**src/rtl/arctan_arbiter.sv**
```systemverilog
// arctan_arbiter: lets NUM_REQ requesters share one pipelined arctan CORDIC core.
// Input side: round-robin grant, one transfer per cycle, registered into the core.
// Each accepted request pushes its requester index into a tag FIFO. Because the core
// returns results in order, the FIFO head always names the owner of the next result.
// A result that arrives while the FIFO is empty is an orphan and sets a sticky error.
module arctan_arbiter #(
    parameter int NUM_REQ = 2,
    parameter int TAG_W   = 1,
    parameter int DEPTH   = 32,
    parameter int CNT_W   = 6
) (
    input  logic                   clk,
    input  logic                   rst_n,
    input  logic [NUM_REQ-1:0]     req_valid,
    input  logic [48*NUM_REQ-1:0]  req_data,
    output logic [NUM_REQ-1:0]     req_ready,
    output logic                   core_tvalid,
    output logic [47:0]            core_tdata,
    input  logic                   core_dout_tvalid,
    input  logic [23:0]            core_dout_tdata,
    output logic [NUM_REQ-1:0]     rsp_valid,
    output logic [23:0]            rsp_data,
    output logic [CNT_W-1:0]       outstanding,
    output logic                   err_orphan
);

    localparam int PTR_W = (DEPTH > 1) ? $clog2(DEPTH) : 1;
    // Requester slots are padded to a power of two so a TAG_W-bit index is always in range.
    localparam int SLOTS = 2 ** TAG_W;

    // ------------------------------------------------------------------
    // Requester slot unpacking
    // ------------------------------------------------------------------
    logic [SLOTS-1:0] valid_ext;
    logic [47:0]      req_slice [SLOTS];

    generate
        for (genvar gi = 0; gi < SLOTS; gi++) begin : g_slot
            if (gi < NUM_REQ) begin : g_live
                assign valid_ext[gi] = req_valid[gi];
                assign req_slice[gi] = req_data[48*gi +: 48];
            end else begin : g_pad
                assign valid_ext[gi] = 1'b0;
                assign req_slice[gi] = '0;
            end
        end
    endgenerate

    // ------------------------------------------------------------------
    // State
    // ------------------------------------------------------------------
    logic [TAG_W-1:0] rr_ptr_reg, rr_ptr_next;
    logic [PTR_W-1:0] wr_ptr_reg, wr_ptr_next;
    logic [PTR_W-1:0] rd_ptr_reg, rd_ptr_next;
    logic [CNT_W-1:0] count_reg, count_next;
    logic             core_tvalid_reg, core_tvalid_next;
    logic [47:0]      core_tdata_reg, core_tdata_next;
    logic [NUM_REQ-1:0] rsp_valid_reg, rsp_valid_next;
    logic [23:0]      rsp_data_reg, rsp_data_next;
    logic             err_orphan_reg, err_orphan_next;

    // Tag store: tiny, and the head must be visible in the same cycle as the
    // returning result, so it is read combinationally.
    logic [TAG_W-1:0] tag_mem [DEPTH];
    logic [TAG_W-1:0] head_tag;

    // ------------------------------------------------------------------
    // Helpers
    // ------------------------------------------------------------------
    // Requester index that is 'step' positions after 'base', modulo NUM_REQ.
    function automatic logic [TAG_W-1:0] rr_offset(input logic [TAG_W-1:0] base, input int step);
        int sum;
        sum = int'(base) + step;
        if (sum >= NUM_REQ) begin
            sum = sum - NUM_REQ;
        end
        return TAG_W'(sum);
    endfunction

    // FIFO pointer increment with wrap at DEPTH (DEPTH need not be a power of two).
    function automatic logic [PTR_W-1:0] ptr_inc(input logic [PTR_W-1:0] p);
        return (p == PTR_W'(DEPTH - 1)) ? '0 : p + PTR_W'(1);
    endfunction

    // ------------------------------------------------------------------
    // Arbitration
    // ------------------------------------------------------------------
    logic [TAG_W-1:0] grant_idx;
    logic             grant_found;
    logic             fifo_room;
    logic             push;
    logic             pop;
    logic             orphan;

    // Round-robin search: first valid requester after the last winner.
    always_comb begin
        grant_found = 1'b0;
        grant_idx   = '0;
        for (int j = 1; j <= NUM_REQ; j++) begin
            if (!grant_found && valid_ext[rr_offset(rr_ptr_reg, j)]) begin
                grant_found = 1'b1;
                grant_idx   = rr_offset(rr_ptr_reg, j);
            end
        end
    end

    // Full check looks only at current occupancy; a same-cycle pop does not free a slot.
    assign fifo_room = (count_reg < CNT_W'(DEPTH));

    generate
        for (genvar gi = 0; gi < NUM_REQ; gi++) begin : g_grant
            assign req_ready[gi] = grant_found && fifo_room && (grant_idx == TAG_W'(gi));
        end
    endgenerate

    assign push     = |(req_valid & req_ready);
    assign head_tag = tag_mem[rd_ptr_reg];
    assign pop      = core_dout_tvalid && (count_reg != '0);
    assign orphan   = core_dout_tvalid && (count_reg == '0);

    // ------------------------------------------------------------------
    // Response routing: one-hot pulse to the owner of the head tag
    // ------------------------------------------------------------------
    generate
        for (genvar gi = 0; gi < NUM_REQ; gi++) begin : g_rsp
            assign rsp_valid_next[gi] = pop && (head_tag == TAG_W'(gi));
        end
    endgenerate

    // Next-state for pointers, occupancy, core input register and response data.
    always_comb begin
        rr_ptr_next      = rr_ptr_reg;
        wr_ptr_next      = wr_ptr_reg;
        rd_ptr_next      = rd_ptr_reg;
        count_next       = count_reg;
        core_tvalid_next = push;
        core_tdata_next  = core_tdata_reg;
        rsp_data_next    = rsp_data_reg;
        err_orphan_next  = err_orphan_reg | orphan;

        if (push) begin
            rr_ptr_next     = grant_idx;
            wr_ptr_next     = ptr_inc(wr_ptr_reg);
            core_tdata_next = req_slice[grant_idx];
        end
        if (pop) begin
            rd_ptr_next   = ptr_inc(rd_ptr_reg);
            rsp_data_next = core_dout_tdata;
        end
        case ({push, pop})
            2'b10:   count_next = count_reg + CNT_W'(1);
            2'b01:   count_next = count_reg - CNT_W'(1);
            default: count_next = count_reg;
        endcase
    end

    // Tag store write; contents need no reset because the pointers define validity.
    always_ff @(posedge clk) begin
        if (push) begin
            tag_mem[wr_ptr_reg] <= grant_idx;
        end
    end

    // State registers; reset discards every in-flight tag.
    always_ff @(posedge clk or negedge rst_n) begin
        if (!rst_n) begin
            rr_ptr_reg      <= TAG_W'(NUM_REQ - 1);
            wr_ptr_reg      <= '0;
            rd_ptr_reg      <= '0;
            count_reg       <= '0;
            core_tvalid_reg <= 1'b0;
            core_tdata_reg  <= '0;
            rsp_valid_reg   <= '0;
            rsp_data_reg    <= '0;
            err_orphan_reg  <= 1'b0;
        end else begin
            rr_ptr_reg      <= rr_ptr_next;
            wr_ptr_reg      <= wr_ptr_next;
            rd_ptr_reg      <= rd_ptr_next;
            count_reg       <= count_next;
            core_tvalid_reg <= core_tvalid_next;
            core_tdata_reg  <= core_tdata_next;
            rsp_valid_reg   <= rsp_valid_next;
            rsp_data_reg    <= rsp_data_next;
            err_orphan_reg  <= err_orphan_next;
        end
    end

    assign core_tvalid = core_tvalid_reg;
    assign core_tdata  = core_tdata_reg;
    assign rsp_valid   = rsp_valid_reg;
    assign rsp_data    = rsp_data_reg;
    assign outstanding = count_reg;
    assign err_orphan  = err_orphan_reg;

endmodule

```
**config.mk**
```make
export PLATFORM = sky130hd
export DESIGN_NAME = arctan_arbiter
export DESIGN_NICKNAME = d
export VERILOG_FILES = /design/src/rtl/arctan_arbiter.sv
export SDC_FILE = /design/constraint.sdc
export NUM_CORES = 1
export LEC_CHECK = 0
export ABC_CLOCK_PERIOD_IN_PS = 5900
export CAP_MARGIN = 20
export CELL_PAD_IN_SITES_DETAIL_PLACEMENT = 0
export CELL_PAD_IN_SITES_GLOBAL_PLACEMENT = 1
export CORE_UTILIZATION = 36
export DETAILED_ROUTE_END_ITERATION = 8
export GPL_TIMING_DRIVEN = 1
export PLACE_DENSITY_LB_ADDON = 0.1
export SKIP_LAST_GASP = 1
export SYNTH_ARGS = -nofsm -noshare
export SYNTH_HDL_FRONTEND = slang
export SYNTH_SLANG_ARGS = --single-unit
```
**constraint.sdc**
```tcl
create_clock -name clk -period 5.9 [get_ports clk]
set_input_delay 0.59 -clock clk [delete_from_list [all_inputs] [get_ports clk]]
set_output_delay 0.59 -clock clk [all_outputs]
set_load 0.01 [all_outputs]
```
==> impl_metrics.yaml <==
finish:
  layout_commonest_cell: "clkdlybuf4s50_1"
  final_core_util: 0.5515
  syn_to_final_growth_pct: 47.83
  fin_area_um2: 8477
  fin_nets: 877
  final_cell_mix: "207 x clkdlybuf4s50_1, 140 x nand2_1, 92 x dfrtp_1, 65 x mux2i_1, 56 x o21ai_0"
  drive_gt1_frac: 0.05695
  largest_reg_flops: 48
  stdcell_count: 966
  diodes: 0
power:
  clock_power_share: 0.254
  pwr_density_cell_nw_per_um2: 442.7
  internal_power_mw: 2.499
  max-vdd-ir-drop_uv: 222.4
  total_power_mw: 3.753
  switching_power_mw: 1.254
  p_leak_nw: 3.618
  p_comb_frac: 0.371
  seq_power_share: 0.376
  swShare: 0.3341
route:
  drtIter0Drc: 151
  drc_errors: 0
  via_per_inst: 4.598
  num_vias: 4442
  wl_mm: 14.08
  wire_per_inst_um: 14.58
  firstDrtPassIters: 4
  ant_nets: 0
setup_path:
  path_cells: "or3_4 -> o41ai_4 -> buf_4 -> inv_2 -> ha_1 -> xor2_1 -> ha_1 -> a21oi_1 -> xor2_1 -> nor2_1 -> xor2_1"
  crit_fanout: 31
  cp.required_ps: 6180
  cp-start-kind: "flip-flop"
  max_stage_delay_ps: 460
  cp_num_buf_inv: 2
  setup.worst_path.end_class: "flip-flop"
  critPathTopFamily: "buffers and inverters"
  path_common_cell: "xor2_1"
  critPathArrivalTime_ps: 3560
  critical_path_class: "reg2reg"
  cp_slowest_cell: "or3_4"
place:
  hpwlAfterDp_mm: 9.981
  io_buffer_count: 208
  dp_cells: 934
  dpl_cell_area_um2: 7929
  place_congestion: 0.8076
  pre_cts_slack_ps: 2477
timing:
  final.min_clock_period_ps: 3278
  setup_tns_ps: 0
  whs_ps: 70.11
  tightest_slew_ps: 1026
  finalHoldViolations: 0
  slew_headroom: 0.3162
  finalSetupViolations: 0
  fmax_mhz: 305.0
  skew_ps: 6.124
  rsz0062_at_grt: "no"
  report.final.slew_viol_count: 0
  fin_ws_ps: 2622
  fin_crit_sh: 0.5556
synth:
  yosysTopAreaCellShare: 0.4015
  syn_inst: 546
  synth_seq_cells: 125
  mappedNetlistArea_um2: 5734
  synthFlopType: "dfrtp_1"
  syn_avg_cell_area_um2: 10.50
  async_reset_ff_frac: 0.7440
  synth.distinct_cells: 46
  yosysSeqAreaShare: 0.5736
  synth_nets: 681
  yosys_warnings: 0
  synth_edf_count: 32
  synth_area_leaders: "dfrtp_1 40%, edfxtp_1 17%, mux2i_1 11%"
  yosysTopAreaCell: "dfrtp_1"
job:
  max-cap-violations: 0
die:
  die_h_um: 128.2
  fp.coreArea_um2: 15370
  die_area_um2: 16440
  start_util: 0.3731
  ios: 209
  rows: 45
  fp.dieW_um: 128.2
cts:
  cts_setup_buffers: 0
  clk_pin_slew_ps: 50
  cts.repair.resized: 0
  cts_tree: "built"
  cts-hold-fix-buffers: 0
  root_buffer: "clkbuf_16"
  cts_buffers: 17
  insertion_delay_ps: 410
  htreeDepth: 4
  cts_buffer_depth: 2
  clock_sinks: 125
global_routing:
  grt_usage: 0.1818
  gr-total-overflow: 0
  grt_pass1_vias: 4459
  grt_pass1_wl_mm: 22.72
  grt_start_max_net_pins: 81
  grt_antenna_before_repair: 0
status:
  status: "completed"
hold_path:
  hp-class: "in2async"
==> final timing paths <==
check	start	end	slack (ps)	cells past startpoint
max	outstanding[2]	outstanding[2]	2620	11
min	rst_n	core_tdata[46]	70	1
max reg2reg	outstanding[2]	outstanding[2]	2620	11
min reg2reg	rsp_data[18]	rsp_data[18]	470	2
max in group asynchronous	rst_n	rsp_data[18]	4620	2
min in group clk	rsp_data[18]	rsp_data[18]	470	2
==> final cells by class <==
cell class	instances	area (um2)
sequential	125	3289
tap	211	264.0
timing repair buffer	212	2110
clock inverter	7	62.56
inverter	6	22.52
clock buffer	25	485.5
fill	1319	6894
multi-input combinational	380	2243
==> worst register-to-register path: stages, from the launching register on <==
cell	delay (ps)
dfrtp_1	450
or3_4	460
o41ai_4	200
buf_4	360
inv_2	300
ha_1	410
xor2_1	210
ha_1	230
a21oi_1	160
xor2_1	170
nor2_1	70
xor2_1	140
==> cell usage after synthesis, drive strengths merged (2+ instances only) <==
cell type,instances
nand3,9
and2,2
nor2,42
o21ai,57
nand2,140
mux2i,65
or3,3
ha,10
nor3,3
inv,5
nor2b,3
edfxtp,32
a211oi,2
a22oi,4
buf,17
a21o,2
a311oi,3
or3b,2
dfrtp,92
a21oi,5
nand3b,4
o31ai,2
clkbuf,18
mux2,2
and3,2
xor2,6
==> routing by layer <==
metal,track usage,share of wire,up-vias
met5,0,0,-
met4,0.07197,0.014,0
met3,0.06928,0.086,14
met2,0.2852,0.46,167
met1,0.2253,0.44,2013
li1,-,-,2248
==> logic make-up after synthesis <==
| family | Yosys count | synth area share |
|---|---|---|
| muxes | 67 | 0.1174 |
| and+or+nand+nor | 216 | 0.1571 |
| buffers and inverters | 41 | 0.03753 |
| xor gates and xnor gates | 7 | 0.01069 |
| AOI/OAI and AO/OA | 80 | 0.08182 |
| adders and majority gates | 10 | 0.02182 |
| DFF | 125 | 0.5736 |
==> power groups by stage <==
stage	Combinational, mW	Clock (mW)	Sequential, mW
4_1_cts	1.42	0.980	1.41
6_report	1.39	0.951	1.41
2_1_floorplan	0.665	0	1.43
3_5_place_dp	1.41	0	1.42
5_1_grt	1.54	1.01	1.45
3_3_place_gp	1.40	0	1.41
Note: power is estimated with default switching activity, not from simulation.
